$ cat src/rtl/fb_write_scheduler_pkg.sv
// Shared framebuffer constants and types used by the write scheduler and its
// neighbours (command decoder, framebuffer RAM).
package fb_write_scheduler_pkg;

    localparam int unsigned FB_ADDR_W = 10;   // 5-bit row, 5-bit column
    localparam int unsigned FB_DATA_W = 8;    // colour lives in [2:0]
    localparam int unsigned FB_CELLS  = 1024;

    typedef enum logic [0:0] {
        IDLE  = 1'b0,
        CLEAR = 1'b1
    } sched_state_t;

    // One framebuffer write as it travels from decoder to RAM.
    typedef struct packed {
        logic [FB_ADDR_W-1:0] addr;
        logic [FB_DATA_W-1:0] data;
    } fb_wr_t;

endpackage

$ cat src/rtl/fb_write_scheduler_fifo.sv
// Circular-buffer FIFO with flush. A flush discards every stored entry but
// keeps a push arriving in the same cycle, so that push lands after the flush.
// Ports: clk, reset (active-low, sync), push/push_data, pop, flush,
//        pop_data (head, combinational), full, empty,
//        drop_c (push refused this cycle: full with no pop and no flush).
module sync_fifo #(
    parameter int unsigned WIDTH = 18,
    parameter int unsigned DEPTH = 4
) (
    input  logic             clk,
    input  logic             reset,
    input  logic             push,
    input  logic [WIDTH-1:0] push_data,
    input  logic             pop,
    input  logic             flush,
    output logic [WIDTH-1:0] pop_data,
    output logic             full,
    output logic             empty,
    output logic             drop_c
);

    localparam int unsigned PTR_W = (DEPTH > 1) ? $clog2(DEPTH) : 1;
    localparam int unsigned CNT_W = PTR_W + 1;

    logic [WIDTH-1:0] mem [DEPTH];
    logic [PTR_W-1:0] wr_ptr;
    logic [PTR_W-1:0] rd_ptr;
    logic [CNT_W-1:0] count;
    logic             do_push;
    logic             do_pop;

    assign full     = (count == CNT_W'(DEPTH));
    assign empty    = (count == '0);
    assign pop_data = mem[rd_ptr];

    // A full FIFO still accepts a push when a slot frees up in the same cycle.
    assign do_push = push & (~full | pop | flush);
    assign do_pop  = pop & ~empty & ~flush;
    assign drop_c  = push & ~do_push;

    // Storage: no reset needed, occupancy is tracked by count.
    always_ff @(posedge clk) begin
        if (do_push) begin
            mem[wr_ptr] <= push_data;
        end
    end

    // Pointers wrap naturally because DEPTH is a power of two.
    always_ff @(posedge clk) begin
        if (!reset) begin
            wr_ptr <= '0;
            rd_ptr <= '0;
            count  <= '0;
        end else begin
            if (do_push) begin
                wr_ptr <= wr_ptr + PTR_W'(1);
            end
            if (flush) begin
                rd_ptr <= wr_ptr;
                count  <= CNT_W'(do_push);
            end else begin
                if (do_pop) begin
                    rd_ptr <= rd_ptr + PTR_W'(1);
                end
                count <= count + CNT_W'(do_push) - CNT_W'(do_pop);
            end
        end
    end

endmodule

$ cat src/rtl/flopenr.sv
// Enabled register with synchronous active-low reset.
// Ports: clk, reset (active-low, sync), en (load), d (next value), q (held value).
module flopenr #(
    parameter int unsigned WIDTH = 8
) (
    input  logic             clk,
    input  logic             reset,
    input  logic             en,
    input  logic [WIDTH-1:0] d,
    output logic [WIDTH-1:0] q
);

    always_ff @(posedge clk) begin
        if (!reset) begin
            q <= '0;
        end else if (en) begin
            q <= d;
        end
    end

endmodule

$ cat src/rtl/fb_write_scheduler.sv
// Single owner of the framebuffer write port. Queues decoder pixel writes and
// runs full-screen clear sweeps; a clear discards older queued writes and any
// write pushed alongside or after the request is issued after the sweep.
// Ports: clk, reset (active-low, sync);
//        dec_valid/dec_we/dec_waddr/dec_wdata from the command decoder;
//        clear_req (one-cycle strobe);
//        fb_we/fb_waddr/fb_wdata registered RAM write port;
//        clear_busy, fifo_full, overflow (sticky dropped-write flag).
module fb_write_scheduler
    import fb_write_scheduler_pkg::*;
#(
    parameter int unsigned        ADDR_W      = FB_ADDR_W,
    parameter int unsigned        DATA_W      = FB_DATA_W,
    parameter int unsigned        FIFO_DEPTH  = 4,
    parameter logic [DATA_W-1:0]  CLEAR_COLOR = '0
) (
    input  logic              clk,
    input  logic              reset,
    input  logic              dec_valid,
    input  logic              dec_we,
    input  logic [ADDR_W-1:0] dec_waddr,
    input  logic [DATA_W-1:0] dec_wdata,
    input  logic              clear_req,
    output logic              fb_we,
    output logic [ADDR_W-1:0] fb_waddr,
    output logic [DATA_W-1:0] fb_wdata,
    output logic              clear_busy,
    output logic              fifo_full,
    output logic              overflow
);

    localparam int unsigned       ENTRY_W   = ADDR_W + DATA_W;
    // Extra counter bit keeps the end-of-sweep compare free of wrap aliasing.
    localparam logic [ADDR_W:0]   LAST_CELL = {1'b0, {ADDR_W{1'b1}}};

    sched_state_t       state;
    sched_state_t       state_n;
    logic [ADDR_W:0]    cnt;
    logic [ADDR_W:0]    cnt_n;
    logic               busy_n;

    logic               fifo_push;
    logic               fifo_pop;
    logic               fifo_flush;
    logic               fifo_empty;
    logic               fifo_drop;
    logic [ENTRY_W-1:0] fifo_head;

    logic               wr_en;
    logic [ADDR_W-1:0]  wr_addr;
    logic [DATA_W-1:0]  wr_data;

    // Write-enable-low decoder strobes (including its idle 3FF/FF pattern) are ignored.
    assign fifo_push = dec_valid & dec_we;

    sync_fifo #(
        .WIDTH (ENTRY_W),
        .DEPTH (FIFO_DEPTH)
    ) u_fifo (
        .clk       (clk),
        .reset     (reset),
        .push      (fifo_push),
        .push_data ({dec_waddr, dec_wdata}),
        .pop       (fifo_pop),
        .flush     (fifo_flush),
        .pop_data  (fifo_head),
        .full      (fifo_full),
        .empty     (fifo_empty),
        .drop_c    (fifo_drop)
    );

    // Next-state, sweep counter and next write-port values.
    always_comb begin
        state_n    = state;
        cnt_n      = cnt;
        fifo_pop   = 1'b0;
        fifo_flush = 1'b0;
        wr_en      = 1'b0;
        wr_addr    = '0;
        wr_data    = '0;
        case (state)
            IDLE: begin
                if (clear_req) begin
                    state_n    = CLEAR;
                    cnt_n      = '0;
                    fifo_flush = 1'b1;
                end else if (!fifo_empty) begin
                    fifo_pop = 1'b1;
                    wr_en    = 1'b1;
                    wr_addr  = fifo_head[ENTRY_W-1:DATA_W];
                    wr_data  = fifo_head[DATA_W-1:0];
                end
            end
            CLEAR: begin
                wr_en   = 1'b1;
                wr_addr = cnt[ADDR_W-1:0];
                wr_data = CLEAR_COLOR;
                if (clear_req) begin
                    // Current cell is still written; the sweep restarts behind it.
                    cnt_n      = '0;
                    fifo_flush = 1'b1;
                end else begin
                    cnt_n = cnt + (ADDR_W + 1)'(1);
                    if (cnt == LAST_CELL) begin
                        state_n = IDLE;
                    end
                end
            end
            default: begin
                state_n = IDLE;
            end
        endcase
        // Busy covers the sweep plus the cycle showing its final write.
        busy_n = (state_n == CLEAR) || (state == CLEAR);
    end

    // State, counter and registered status outputs.
    always_ff @(posedge clk) begin
        if (!reset) begin
            state      <= IDLE;
            cnt        <= '0;
            fb_we      <= 1'b0;
            clear_busy <= 1'b0;
            overflow   <= 1'b0;
        end else begin
            state      <= state_n;
            cnt        <= cnt_n;
            fb_we      <= wr_en;
            clear_busy <= busy_n;
            overflow   <= overflow | fifo_drop;
        end
    end

    // Address/data hold their last value when no write is issued.
    flopenr #(.WIDTH(ADDR_W)) u_waddr_reg (
        .clk   (clk),
        .reset (reset),
        .en    (wr_en),
        .d     (wr_addr),
        .q     (fb_waddr)
    );

    flopenr #(.WIDTH(DATA_W)) u_wdata_reg (
        .clk   (clk),
        .reset (reset),
        .en    (wr_en),
        .d     (wr_data),
        .q     (fb_wdata)
    );

endmodule

$ cat config.mk
export PLATFORM = sky130hd
export DESIGN_NAME = fb_write_scheduler
export DESIGN_NICKNAME = d
export VERILOG_FILES = /design/src/rtl/fb_write_scheduler_pkg.sv /design/src/rtl/fb_write_scheduler_fifo.sv /design/src/rtl/flopenr.sv /design/src/rtl/fb_write_scheduler.sv
export SDC_FILE = /design/constraint.sdc
export NUM_CORES = 1
export LEC_CHECK = 0
export ABC_AREA = 1
export ABC_CLOCK_PERIOD_IN_PS = 4600
export CELL_PAD_IN_SITES_DETAIL_PLACEMENT = 1
export CELL_PAD_IN_SITES_GLOBAL_PLACEMENT = 2
export CORE_MARGIN = 2
export CORE_UTILIZATION = 39
export DETAILED_ROUTE_END_ITERATION = 8
export GPL_ROUTABILITY_DRIVEN = 0
export PLACE_DENSITY = 0.94
export SYNTH_ARGS = -nofsm -noshare
export SYNTH_HDL_FRONTEND = slang
export SYNTH_SLANG_ARGS = --single-unit
$ cat constraint.sdc
create_clock -name clk -period 4.6 [get_ports clk]
set_input_delay 0.46 -clock clk [delete_from_list [all_inputs] [get_ports clk]]
set_output_delay 0.46 -clock clk [all_outputs]
set_load 0.1 [all_outputs]
; Yosys cells after proc, flatten, opt, wreduce, memory -nomap -nowiden
; Memory sizes are Yosys's and may differ from the RTL's. A register that Yosys moved wholly into a read port is not among the register bits.
; Index checks and enable logic that the tools add are counted.
[word_totals]
mem_bits_rw = 72
regBits = 40
memories = 1
output_inout_bits = 22
input_bits = 23
[mem_list]
columns = memory, words, width, read_ports, rd_clocked_by_memory_dff, wr, line_no
row1 = u_fifo.mem, 4, 18, 1, 1, 1, fb_write_scheduler_fifo.sv:25  ; logic [WIDTH-1:0] mem [DEPTH];
[classes]
n_mux = 24
n_addsub = 5
bitwise = 14
n_eq_ne = 3
reduce_logical = 4
[ops]
columns = operator, n
row1 = 2-to-1 mux 11 bit, 2
row2 = case mux 11 bit (2 select lines), 1
row3 = 2-to-1 mux 10 bit, 2
row4 = case mux 10 bit (2 select lines), 1
row5 = 2-to-1 mux 8 bit, 2
row6 = case mux 8 bit (2 select lines), 1
row7 = "adder 11 x 1 -> 11 bit, second input constant", 1
row8 = "equality test 11 x 10 -> 1 bit, second input constant", 1
row9 = 2-to-1 mux 1 bit, 9
row10 = 2-to-1 mux 2 bit, 4
row11 = inverter 1 bit, 6
row12 = bitwise AND 1 bit, 5
row13 = "adder 2 x 1 -> 2 bit, second input constant", 2
row14 = case mux 1 bit (2 select lines), 2
row15 = adder 3 x 1 -> 3 bit, 1
row16 = "equality test 3 bit, second input constant", 1
row17 = zero test 3 bit, 1
row18 = bitwise OR 1 bit, 3
row19 = subtractor 3 x 1 -> 3 bit, 1
row20 = "!= test 2 bit, second input constant", 1
row21 = nonzero test 2 bit, 1
row22 = OR reduction 2 bit, 1
row23 = logical OR 1 bit, 1

; Logic depth before layout (Yosys ltp)
[depth]
word_depth = 10
ltp_mapped = 11
mapped_depth_nobuf = 10

; By module
; A second synthesis with hierarchy kept.
[hier_totals]
hier_cells = 503
hier_area_um2 = 4879.7
[modules_own_cells]
columns = mod, area_each_um2, cells_each, seq_area_each_um2, instances
row1 = sync_fifo, 3238.1, 253, 2342.2, 1
row2 = fb_write_scheduler, 873.3, 136, 300.3, 1
row3 = flopenr at u_waddr_reg, 411.6, 63, 200.2, 1
row4 = flopenr at u_wdata_reg, 356.6, 51, 160.2, 1

; Worst setup path after synthesis
; Ideal clock, no wire load.
[synth_path]
path_type = register -> output
start = register u_fifo.count[1]
end = output fifo_full
path_stages_with_launch = 4
t_arrival_ns = 1.728
setup_slack_ns = 2.412
path_cell_list = dfxtp_1 > inv_1 > nand2_1 > nor2_1
[synth_between]
elab_chain_cells = 1
[synth_rtl]
columns = element, line_no
row1 = start: declaration, fb_write_scheduler_fifo.sv:28  ; logic [CNT_W-1:0] count;
row2 = start signal: assignment, fb_write_scheduler_fifo.sv:60  ; count <= CNT_W'(do_push);
row3 = start signal: assignment, fb_write_scheduler_fifo.sv:65  ; count <= count + CNT_W'(do_push) - CNT_W'(do_pop);
row4 = equality test 3 bit, fb_write_scheduler_fifo.sv:32  ; assign full = (count == CNT_W'(DEPTH));
row5 = end: declaration, fb_write_scheduler.sv:28  ; output logic fifo_full,
; No other way between the ends.

; Worst setup path after layout
; Same ends and word-level chain as after synthesis.

==> results.md <==
* First-pass GRT wire length at about 19000 um
* Largest family of logic cells by synthesized area: simple AND/OR/NAND/NOR gates
* Critical-path cell list: inv_1 > nand2_1 > nor2_1 > clkdlybuf4s50_1
* Slowest-stage cell, CP: clkdlybuf4s50_1
* Static leakage at 0.00244 uW
* Ant diodes at 0
* Final Hold Fails at 0
* Outcome: finished clean
* Final Skew at 9.49 ps
* Met2 usage at 0.336
* Power per standard cell area at 447 mW/mm^2
* Skew-Pair Late Insertion Delay at 410 ps
* Internal power at 1950 uW
* Area grow syn2layout at 23.3%
* Final period util at 0.567
* Most common cell after layout, fill and taps aside: nand2_1
* Syn Inst Count at approximately 510
* DR DRC count at 0
* Clock Tree Buf Depth at 2
* Worst path bufs/invs at 2
* Post-DP HPWL at 7520 um
* Clock power share at 0.471
* I/O pins at 45
* GR Overflow Total at 0
* Routed WL at 11900 um
* Biggest area consumer among synthesized cells: edfxtp_1
* Max incr delay on CP at 1130 ps
* Maximum vdd ir drop at 0.000248 V
* Synth cell types at 32
* Mux cell area share after synthesis at 0
* Hold Slack at 475 ps
* CTS resizes at 0
* Max Clock Freq at 0.384 GHz
* Crit Path Class: reg2out
* Net count after synthesis at 536
* Post-synthesis simple-gate area fraction at 0.214
* Layout cells sized above 1 at 0.0914
* Vias in the first global route at 3934
* CTS Root Cell: clkbuf_16
* Sw Share at 0.261
* CTS tree: done
* Vias/cell at 4.97
* GR Util met1 at 0.223
* Max_cap viols at 0
* Seq cells post-synth at 114
* DR pass1 iterations at 4
* FILL cells at 1358
* Global route hottest layer: met2
* Placed instance area at 0.00534 sq mm
* GRT Total Usage at 0.196
* Reg2reg setup slack at between 2000 and 2500 ps
* Slew headroom at 0.349
* Setup TNS at 0 ps
* Xor-xnor portion of the synthesized cell area at 0.00183
* Unrepaired setup endpoints after global routing: false
* Crit path time final at between 2000 and 3000 ps
* Final std cells w/o fill at 716
* Layout Nets at 587
* Via Count at 3562
* FF/Latch Area at around 0.0030 sq mm
* Avg Cell Area, Syn at 9.49 sq um
* Routed WL per cell at 16.6 um
* Crit path max-delay family: buffers and inverters
* Core Area at 0.0120 sq mm
* Worst Path Required at about 4100 ps
* Startpoint Class: flip-flop
* Core Rows at 40
* Yosys top cell area share at 0.451
* Die area at 0.0132 sq mm
* Largest fanout on the critical path at 3
* Worst-path clk slew at 50 ps
* TritonCTS Buffers at 17
* ANT nets after route at 0
* Finished Cell Area at 0.00591 sq mm
* Fin. max-slew vios at 0
* Multi-input gate area at 0.00140 sq mm
* # port buffers at 44
* Largest net degree at the start of global routing at 38
* Iter 0 DRT Violations at between 150 and 200
* Sequential Power Share at 0.432
* Switching power at a little under 700 uW
* Initial antenna violation count at 0
* GR met3 Demand/Resource at 0.0554
* Kind of capture point of the worst setup path: output port
* Post-CTS Setup Bufs at 0
* Cell Area, Synth at around 0.0048 sq mm
* Initial core utilization at 0.399
* Cts hold-fix bufs at 0
* Worst EP arrival at 2150 ps
* DP Cell Count at between 600 and 700
* Compound-Gate Fraction of Synth Area at 0.0535
* Clk sinks at 114
* Least-Margin Pin Slew at approximately 970 ps
* Htree depth at 4
* Synth Area in Adders at 0.0224
* Synth top area cells: edfxtp_1 (45%), dfxtp_1 (18%), nand2_1 (9.5%), inv_1 (5.3%), nor2_1 (4.8%)
* Finish-stage setup viols at 0
* Synth warn at 0
* Most frequent cells in the layout: nand2_1 (121), edfxtp_1 (72), inv_1 (68)
* DIE WIDTH at 115 um
* Die Ht at between 100 and 150 um
* Seq/Total Area, Yosys at 0.626
* Combinational share of power at 0.098
* Hold crit path type: reg2reg
## state kept, by name, summed over array words and instances (netlist names), named ones only
signal	count
clear_busy	1
cnt	11
fb_we	1
overflow	1
state	1
u_fifo.count	3
u_fifo.mem	72
u_fifo.rd_ptr	2
u_fifo.wr_ptr	2
u_waddr_reg.q	10
u_wdata_reg.q	8
## area by class of cell
class,count,share of cell area
Timing Repair Buffer,49,0.0809
Clock inverter,14,0.0220
Inverter,73,0.0468
Multi-Input combinational cell,301,0.237
Sequential cell,114,0.508
Clock buffer,18,0.0743
Tap cell,147,0.0311
## routing by layer
metal  vias up  share of wire
met1      1700           0.42
met4         0          0.037
li1       1739              -
met2        93           0.50
met5         -              0
met3        30          0.047
## worst paths after layout
kind	startpoint	endpoint	depth (start not counted)
hold / removal	u_wdata_reg.q[2]$_SDFFE_PN0P_	u_wdata_reg.q[2]$_SDFFE_PN0P_	2
setup / recovery	u_fifo.count[1]$_SDFF_PP0_	fifo_full	4
setup reg to reg	state$_SDFF_PN0_	u_fifo.count[2]$_SDFF_PP0_	9
hold reg to reg	u_wdata_reg.q[2]$_SDFFE_PN0P_	u_wdata_reg.q[2]$_SDFFE_PN0P_	2
## cell families (layout without fill, tap and decap cells)
logic type | Yosys count | in the layout
compound gates | 49 | 49
simple gates | 243 | 243
flops | 114 | 114
fa+ha+maj | 8 | 8
xor+xnor | 1 | 1
buf+inv | 90 | 154
## power by group through the flow
| stage | Clock, uW | Combinational, uW | Sequential [uW] |
|---|---|---|---|
| floorplan | 0 | 123 | 1210 |
| global placement | 0 | 249 | 1160 |
| detailed placement | 0 | 257 | 1160 |
| CTS | 1270 | 261 | 1140 |
| global route | 1310 | 283 | 1140 |
| finish | 1240 | 258 | 1140 |
## worst register-to-register path: stages (launching register included)
cell and delay (ps):
dfxtp_1 850, nor2_4 60, nand2_2 190, inv_4 120, ha_1 290, inv_1 40
ha_1 190, fa_1 380, and3_1 190, nor3_1 110
## Yosys cell counts (all sizes together)
| master | count |
|---|---|
| a21boi | 1 |
| a21oi | 21 |
| a31oi | 2 |
| and3 | 1 |
| buf | 15 |
| clkbuf | 2 |
| clkinv | 1 |
| dfxtp | 42 |
| edfxtp | 72 |
| fa | 1 |
| ha | 7 |
| inv | 72 |
| nand2 | 126 |
| nand3 | 45 |
| nand3b | 1 |
| nand4 | 2 |
| nor2 | 65 |
| nor3 | 3 |
| o21a | 1 |
| o21ai | 24 |
| xor2 | 1 |
## metrics by stage
stage	total power [uW]	util	worst slack [ps]
final	2640	0.492	1990
after global routing	2740	0.492	1880
after CTS	2670	0.492	1960
after detailed placement	1420	0.445	1740
after global placement	1410	0.445	1830
after floorplan	1340	-	2410
Power figures use the tool's default switching activity.
